**src/rtl/mem_bridge_pkg.sv**
```systemverilog
// rtl/mem_bridge_pkg.sv - shared types and constants for the CPU-to-physical-memory bridge
package mem_bridge_pkg;

    typedef enum logic [1:0] {
        IDLE,
        REQ,
        WAIT,
        RESP
    } mem_bridge_state_t;

    localparam logic [3:0] MEM_BE_FULL = 4'hF;

endpackage

```
**src/rtl/mem_watchdog.sv**
```systemverilog
// rtl/mem_watchdog.sv - transaction timeout counter; used only when MEM_TIMEOUT_EN is defined
module mem_watchdog #(
    parameter int TIMEOUT_CYCLES = 256
) (
    input  logic clk,
    input  logic rst,
    input  logic clear,
    input  logic count_en,
    output logic expired
);

    localparam int W = $clog2(TIMEOUT_CYCLES + 1);
    localparam logic [W-1:0] LAST = W'(TIMEOUT_CYCLES - 1);

    logic [W-1:0] count;

    // expired flags the final counted cycle so the abort lands exactly TIMEOUT_CYCLES in
    assign expired = count_en && (count == LAST);

    always_ff @(posedge clk or posedge rst) begin
        if (rst) begin
            count <= '0;
        end else if (clear) begin
            count <= '0;
        end else if (count_en && !expired) begin
            count <= count + 1'b1;
        end
    end

endmodule

```
**src/rtl/mem_bridge.sv**
```systemverilog
// rtl/mem_bridge.sv - CPU word request to req/gnt/rvalid memory port bridge; optional timeout via MEM_TIMEOUT_EN
module mem_bridge
    import mem_bridge_pkg::*;
#(
    parameter int TIMEOUT_CYCLES = 256
) (
    input  logic        clk,
    input  logic        rst,
    input  logic        cpu_read,
    input  logic        cpu_write,
    input  logic [3:0]  cpu_byte_enable,
    input  logic [31:0] cpu_address,
    input  logic [31:0] cpu_wdata,
    output logic        cpu_resp,
    output logic [31:0] cpu_rdata,
    output logic        cpu_err,
    output logic        pmem_req,
    output logic        pmem_we,
    output logic [3:0]  pmem_be,
    output logic [31:0] pmem_addr,
    output logic [31:0] pmem_wdata,
    input  logic        pmem_gnt,
    input  logic        pmem_rvalid,
    input  logic [31:0] pmem_rdata
);

    if (TIMEOUT_CYCLES < 1) begin : g_bad_timeout
        $fatal(1, "mem_bridge: TIMEOUT_CYCLES must be at least 1");
    end

    mem_bridge_state_t state, state_d;
    logic        resp_d, err_d, req_d, we_d;
    logic [3:0]  be_d;
    logic [31:0] addr_d, wdata_d, rdata_d;
    logic        expired;
    logic        unused_addr_lsb;

    assign unused_addr_lsb = &{1'b0, cpu_address[1:0]};

`ifdef MEM_TIMEOUT_EN
    mem_watchdog #(.TIMEOUT_CYCLES(TIMEOUT_CYCLES)) u_watchdog (
        .clk      (clk),
        .rst      (rst),
        .clear    ((state == IDLE) && (state_d == REQ)),
        .count_en ((state == REQ) || (state == WAIT)),
        .expired  (expired)
    );
`else
    assign expired = 1'b0;
`endif

    always_comb begin
        state_d = state;
        resp_d  = 1'b0;
        err_d   = 1'b0;
        req_d   = pmem_req;
        we_d    = pmem_we;
        be_d    = pmem_be;
        addr_d  = pmem_addr;
        wdata_d = pmem_wdata;
        rdata_d = cpu_rdata;
        case (state)
            IDLE: begin
                if (cpu_read || cpu_write) begin
                    addr_d  = {cpu_address[31:2], 2'b00};
                    we_d    = cpu_write;
                    be_d    = cpu_write ? cpu_byte_enable : MEM_BE_FULL;
                    wdata_d = cpu_wdata;
                    if (cpu_write && (cpu_byte_enable == 4'h0)) begin
                        state_d = RESP;
                        resp_d  = 1'b1;
                    end else begin
                        state_d = REQ;
                        req_d   = 1'b1;
                    end
                end
            end
            REQ: begin
                // a same-cycle completion beats expiry; a bare grant does not
                if (pmem_gnt && pmem_rvalid) begin
                    req_d   = 1'b0;
                    state_d = RESP;
                    resp_d  = 1'b1;
                    if (!pmem_we) rdata_d = pmem_rdata;
                end else if (expired) begin
                    req_d   = 1'b0;
                    state_d = RESP;
                    resp_d  = 1'b1;
                    err_d   = 1'b1;
                    rdata_d = '0;
                end else if (pmem_gnt) begin
                    req_d   = 1'b0;
                    state_d = WAIT;
                end
            end
            WAIT: begin
                if (pmem_rvalid) begin
                    state_d = RESP;
                    resp_d  = 1'b1;
                    if (!pmem_we) rdata_d = pmem_rdata;
                end else if (expired) begin
                    state_d = RESP;
                    resp_d  = 1'b1;
                    err_d   = 1'b1;
                    rdata_d = '0;
                end
            end
            RESP: begin
                state_d = IDLE;
            end
            default: begin
                state_d = IDLE;
                req_d   = 1'b0;
            end
        endcase
    end

    always_ff @(posedge clk or posedge rst) begin
        if (rst) begin
            state      <= IDLE;
            cpu_resp   <= 1'b0;
            cpu_err    <= 1'b0;
            cpu_rdata  <= '0;
            pmem_req   <= 1'b0;
            pmem_we    <= 1'b0;
            pmem_be    <= '0;
            pmem_addr  <= '0;
            pmem_wdata <= '0;
        end else begin
            state      <= state_d;
            cpu_resp   <= resp_d;
            cpu_err    <= err_d;
            cpu_rdata  <= rdata_d;
            pmem_req   <= req_d;
            pmem_we    <= we_d;
            pmem_be    <= be_d;
            pmem_addr  <= addr_d;
            pmem_wdata <= wdata_d;
        end
    end

endmodule

```
**config.mk**
```make
export PLATFORM = sky130hd
export DESIGN_NAME = mem_bridge
export DESIGN_NICKNAME = d
export VERILOG_FILES = /design/src/rtl/mem_bridge_pkg.sv /design/src/rtl/mem_watchdog.sv /design/src/rtl/mem_bridge.sv
export SDC_FILE = /design/constraint.sdc
export NUM_CORES = 1
export LEC_CHECK = 0
export BUFFER_PORTS_ARGS = -buffer_cell sky130_fd_sc_hd__buf_2
export CELL_PAD_IN_SITES_DETAIL_PLACEMENT = 0
export CELL_PAD_IN_SITES_GLOBAL_PLACEMENT = 1
export CORE_UTILIZATION = 32
export CTS_CLUSTER_SIZE = 20
export DETAILED_ROUTE_END_ITERATION = 10
export PLACE_DENSITY = 0.8
export SLEW_MARGIN = 10
export SYNTH_ARGS = -nofsm -noshare
export SYNTH_HDL_FRONTEND = slang
export SYNTH_SLANG_ARGS = --single-unit
```
**constraint.sdc**
```tcl
create_clock -name clk -period 3.1 [get_ports clk]
set_input_delay 0.31 -clock clk [delete_from_list [all_inputs] [get_ports clk]]
set_output_delay 0.31 -clock clk [all_outputs]
set_load 0.01 [all_outputs]
```
# After elaboration in Yosys (flattened, before gate mapping)
# Cells that the tools add are included.
# Widths: inputs -> output; s select.
classes:
  n_eq_ne: 8
  mux: 21
  n_reduce_logical: 11
ops:
  columns: ["op", "n"]
  rows:
  - ["$mux 32", 3]
  - ["$pmux 32 s2", 1]
  - ["$mux 2", 5]
  - ["$mux 1", 8]
  - ["$ne 2x2->1 const B", 4]
  - ["$pmux 2 s4", 1]
  - ["$reduce_and 3->1", 2]
  - ["$eq 2x2->1 const B", 2]
  - ["$logic_not 4->1", 1]
  - ["$mux 4", 1]
  - ["$reduce_and 4->1", 1]
  - ["$reduce_bool 2->1", 2]
  - ["$ne 3x3->1 const B", 1]
  - ["$pmux 1 s3", 1]
  - ["$eq 2x1->1 const B", 1]
  - ["$logic_and 1x1->1", 2]
  - ["$logic_not 2->1", 1]
  - ["$pmux 1 s2", 1]
  - ["$reduce_and 2->1", 1]
  - ["$logic_or 1x1->1", 1]
word_totals:
  regBits: 103
  in_bits: 106
  output_inout_bits: 104

# Longest topological paths before layout
logic_depth:
  ltp_word: 5
  ltp_mapped: 7
  mapped_depth_nobuf: 6

# Worst setup path before layout
# No wires, ideal clock.
synth_timing:
  path_kind: "reg-to-reg"
  start: "register state[0]"
  end: "register cpu_rdata[0]"
  setup_time_ns: 0.125
  arrival_time_ns: 1.493
  t_required_ns: 2.975
  path_slack_ns: 1.482
  stages_incl_launch_ff: 8
  synth_period_minus_slack_ns: 1.618
  cell_sequence: "dfrtp_1 -> inv_1 -> ha_1 -> nor2b_1 -> o21ai_2 -> nand3b_4 -> buf_6 -> mux2_4"
synth_via:
  elab_chain_len: 3
synth_rtl:
  columns: ["element", "line_no", "text"]
  rows:
  - ["start, declared", "mem_bridge.sv:31", "mem_bridge_state_t state, state_d;"]
  - ["start signal, assigned", "mem_bridge.sv:130", "state <= state_d;"]
  - ["$eq 2x1->1 / $eq 2x2->1 (equally long branches)", "mem_bridge.sv:62", "case (state)"]
  - ["$ne 2x2->1 (no source line) / $reduce_bool 2->1 (equally long branches)", null, null]
  - ["$reduce_and 3->1 (no source line)", null, null]
  - ["end signal, assigned", "mem_bridge.sv:133", "cpu_rdata <= rdata_d;"]
  - ["end, declared", "mem_bridge.sv:15", "output logic [31:0] cpu_rdata,"]
# Several ways; a longest one is shown, not always the timed one.
# A chain may end at the register's enable or synchronous reset.

# Final worst setup path
layout_timing:
  start: "register state[0]"
  end: "register cpu_rdata[18]"
# The elaborated chain is that of the path after synthesis.

==> results.rst <==
.. list-table::
   :header-rows: 1

   * - Metric
     - Value
   * - Result of the run
     - completed
   * - Syn. warnings
     - 0
   * - Synthesized area
     - 4180 sq um
   * - I/O pin total
     - 210
   * - Wire length of the first global-routing pass
     - 13.2 mm
   * - Final setup viols
     - 0
   * - Number of placement rows
     - 41
   * - Power density over the cells
     - 1120 nW/um^2
   * - Setup clock skew after layout
     - approximately 0.009 ns
   * - Total overflow reported by the global router
     - 0
   * - Total CTS buffers
     - 9
   * - Post-Syn Area per Cell
     - ~16 sq um
   * - CP startpoint kind
     - register
   * - Global-route total usage across every layer
     - 0.128
   * - Half-perimeter wire length of the detailed placement result
     - ~6.3 mm
   * - Final setup TNS
     - 0 ns
   * - Initial cell density of the core
     - 0.330
   * - Reg-to-reg startpoint
     - state[0]
   * - Hold_ws
     - 0.0161 ns
   * - Remaining design rule violation count
     - 0
   * - Clock group share of total power
     - 0.178
   * - Post-synthesis sequential area ratio
     - 0.616
   * - Arr. time, crit path
     - 2.35 ns
   * - Detail-routed net length per standard cell
     - ~13 um
   * - Setup repair after global routing missed its margin
     - false
   * - Clock edge transition at the registers on the reported setup and hold paths
     - 0.07 ns
   * - Number of antenna violations at the first check in global routing
     - 0
   * - Clk sink count
     - 103
   * - Share of total power in sequential cells
     - 0.373
   * - Switching component of the power
     - about 2.1 mW
   * - Post-synth EDFFs
     - 0
   * - Tmin final
     - 2.13 ns
   * - FILL cells
     - 1193
   * - Post-CTS repair timing setup buffer count
     - 0
   * - Layout area overhead
     - 35.6%
   * - Final period util
     - 0.686
   * - Maximum number of pins on one net before global-route repair
     - 64
   * - Floorplan Core Area
     - roughly 13000 sq um
   * - Leading area contributor after synthesis
     - sky130_fd_sc_hd__dfrtp_1
   * - Crit Reg-Reg Endpoint
     - cpu_rdata[18]
   * - Total wirelength of the detailed-routed design
     - 8.43 mm
   * - Total of hold buffers inserted after clock tree synthesis
     - 0
   * - Required time at the endpoint of the critical path
     - 3.32 ns
   * - Hold violation count in the final report
     - 0
   * - CP endpoint kind
     - register
   * - Root buffer cell
     - sky130_fd_sc_hd__clkbuf_16
   * - 1st-iter DRT viols
     - 70
   * - Actual transition at the worst max-transition pin
     - 0.640 ns
   * - Cell with the most instances after synthesis
     - sky130_fd_sc_hd__dfrtp_1
   * - Routed via count
     - 2732
   * - Netlist cell types
     - 28
   * - Max VDD drop
     - 0.496 mV
   * - Logic gate share of total power
     - 0.449
   * - Clock insertion delay at the later pin of the skew report
     - between 0.3 and 0.4 ns
   * - Clock tree from TritonCTS
     - done
   * - Cell types with the largest area share after synthesis
     - sky130_fd_sc_hd__dfrtp_1 62%, sky130_fd_sc_hd__mux2_2 17%, sky130_fd_sc_hd__mux2_4 11%
   * - Length in cells of the worst reg-to-reg path
     - 6
   * - Die X
     - 116 um
   * - Top cell type's share of synthesized area
     - 0.616
   * - Deepest clock path buffer count
     - 2
   * - Post-route total power
     - 6.37 mW
   * - Pint
     - 4.28 mW
   * - CP max FO
     - 32
   * - Post-CTS sizing
     - 0
   * - Reg-to-reg slack, setup
     - a little under 1 ns
   * - Die Footprint
     - 13500 sq um
   * - Global placer's final weighted congestion
     - 0.775
   * - Via count of the first global-routing pass
     - 2782
   * - Number of nets in the finished design
     - 575
   * - Worst Setup Path Type
     - reg -> reg
   * - F_max
     - around 0.47 GHz
   * - Floorplan die height
     - 116 um
   * - Antenna fix cells
     - 0
   * - Routed Antenna Nets
     - 0
   * - Proportion of layout cells with a drive suffix above 1
     - 0.684
   * - Prevailing post-synth register cell
     - sky130_fd_sc_hd__dfrtp_1
   * - Hold WC Path Type
     - in -> async
   * - H-Tree Level Count
     - 3
   * - Fraction of power spent switching nets
     - 0.328
   * - Number of violations of the max-capacitance limit
     - 0
   * - IO Port Bufs
     - ~200
   * - Async S/R FF share, synth
     - 1.00
   * - Top cells by count, synth
     - 103 x sky130_fd_sc_hd__dfrtp_1, 64 x sky130_fd_sc_hd__mux2_2, 30 x sky130_fd_sc_hd__mux2_4, 9 x sky130_fd_sc_hd__buf_4, 9 x sky130_fd_sc_hd__nand2_1
   * - Max transition margin
     - 0.573
   * - Number of vias per cell
     - 4.26
   * - Synthesized instance count
     - 257
   * - Pre-antenna DRT Iters
     - 4
   * - Seq cells post-synth
     - a little over 100
   * - Leakage power figure
     - 2.91 nW
   * - Count of pins over their slew limit
     - 0
==> state kept, by name, indices dropped and copies added, names as in the netlist <==
name and count:
cpu_rdata 32, cpu_resp 1, pmem_addr 30, pmem_be 4, pmem_req 1, pmem_wdata 32
pmem_we 1, state 2
==> cell type report <==
cell class / count / area [sq um] / area share
sequential: 103 / 2580 / 0.454
multi-input combinational: 137 / 1490 / 0.263
timing repair buffer: 207 / 1060 / 0.186
clock buffer: 10 / 229 / 0.0404
tap: 172 / 215 / 0.0379
clock inverter: 6 / 76.3 / 0.0135
inverter: 6 / 25.0 / 0.00441
==> metrics by stage <==
stage / area, sq um / worst slack [ns] / std cells / utilization
after floorplan: 4190 / 0.0862 / 259 / -
after global placement: 5370 / 1.00 / 625 / 0.424
after detailed placement: 5370 / 0.919 / 625 / 0.424
after CTS: 5670 / 0.924 / 641 / 0.448
after global routing: 5670 / 0.800 / 641 / 0.448
final: 5670 / 0.974 / 641 / 0.448
==> metal layers <==
layer	vias up	share of wire	global-route usage
met5	-	0	0
met4	0	0.0096	0.0410
met3	5	0.092	0.0472
met2	127	0.50	0.228
met1	1297	0.39	0.140
li1	1303	-	-
==> logic make-up after synthesis <==
family                     share of synthesized area
DFF                                            0.616
AOI/OAI and AO/OA                             0.0239
buffers and inverters                         0.0308
and+or+nand+nor                               0.0311
other                                       0.000896
adders and majority gates                     0.0150
muxes                                          0.282
==> worst max-delay path by stage <==
stage | startpoint | slack, ns | to
final | state[0] | 0.97 | cpu_rdata[18]
after global routing | state[0] | 0.80 | cpu_rdata[9]
after CTS | state[0] | 0.92 | cpu_rdata[4]
after detailed placement | state[0] | 0.92 | cpu_rdata[18]
after global placement | state[0] | 1.00 | cpu_rdata[11]
after floorplan | rst | 0.09 | cpu_rdata[0]
==> power by group through the flow <==
stage          clock, mW  combinational [mW]  sequential, mW
2_1_floorplan          0                1.63            2.72
3_3_place_gp           0                2.84            2.38
3_5_place_dp           0                2.93            2.39
4_1_cts             1.19                2.92            2.38
5_1_grt             1.25                3.14            2.47
6_report            1.13                2.86            2.38
==> placed cells by master (no fill, tap or decap), types with 2 or more instances in the layout <==
cell and n:
sky130_fd_sc_hd__buf_2 204, sky130_fd_sc_hd__buf_4 2, sky130_fd_sc_hd__clkbuf_16 9, sky130_fd_sc_hd__clkinv_4 2, sky130_fd_sc_hd__conb_1 3, sky130_fd_sc_hd__dfrtp_1 103
sky130_fd_sc_hd__ha_1 5, sky130_fd_sc_hd__inv_1 5, sky130_fd_sc_hd__inv_6 2, sky130_fd_sc_hd__mux2_2 64, sky130_fd_sc_hd__mux2_4 30, sky130_fd_sc_hd__nand2_1 9
sky130_fd_sc_hd__nor2b_1 3, sky130_fd_sc_hd__o21ai_0 5, sky130_fd_sc_hd__o22ai_1 2
==> worst max-delay path: stages, from the launching register on <==
cell	delay, ns
sky130_fd_sc_hd__dfrtp_1	0.38
sky130_fd_sc_hd__inv_1	0.10
sky130_fd_sc_hd__ha_1	0.23
sky130_fd_sc_hd__nor2b_1	0.15
sky130_fd_sc_hd__o21ai_2	0.15
sky130_fd_sc_hd__nand3b_4	0.49
sky130_fd_sc_hd__mux2_4	0.49
Note: power is estimated with default switching activity, not from simulation.
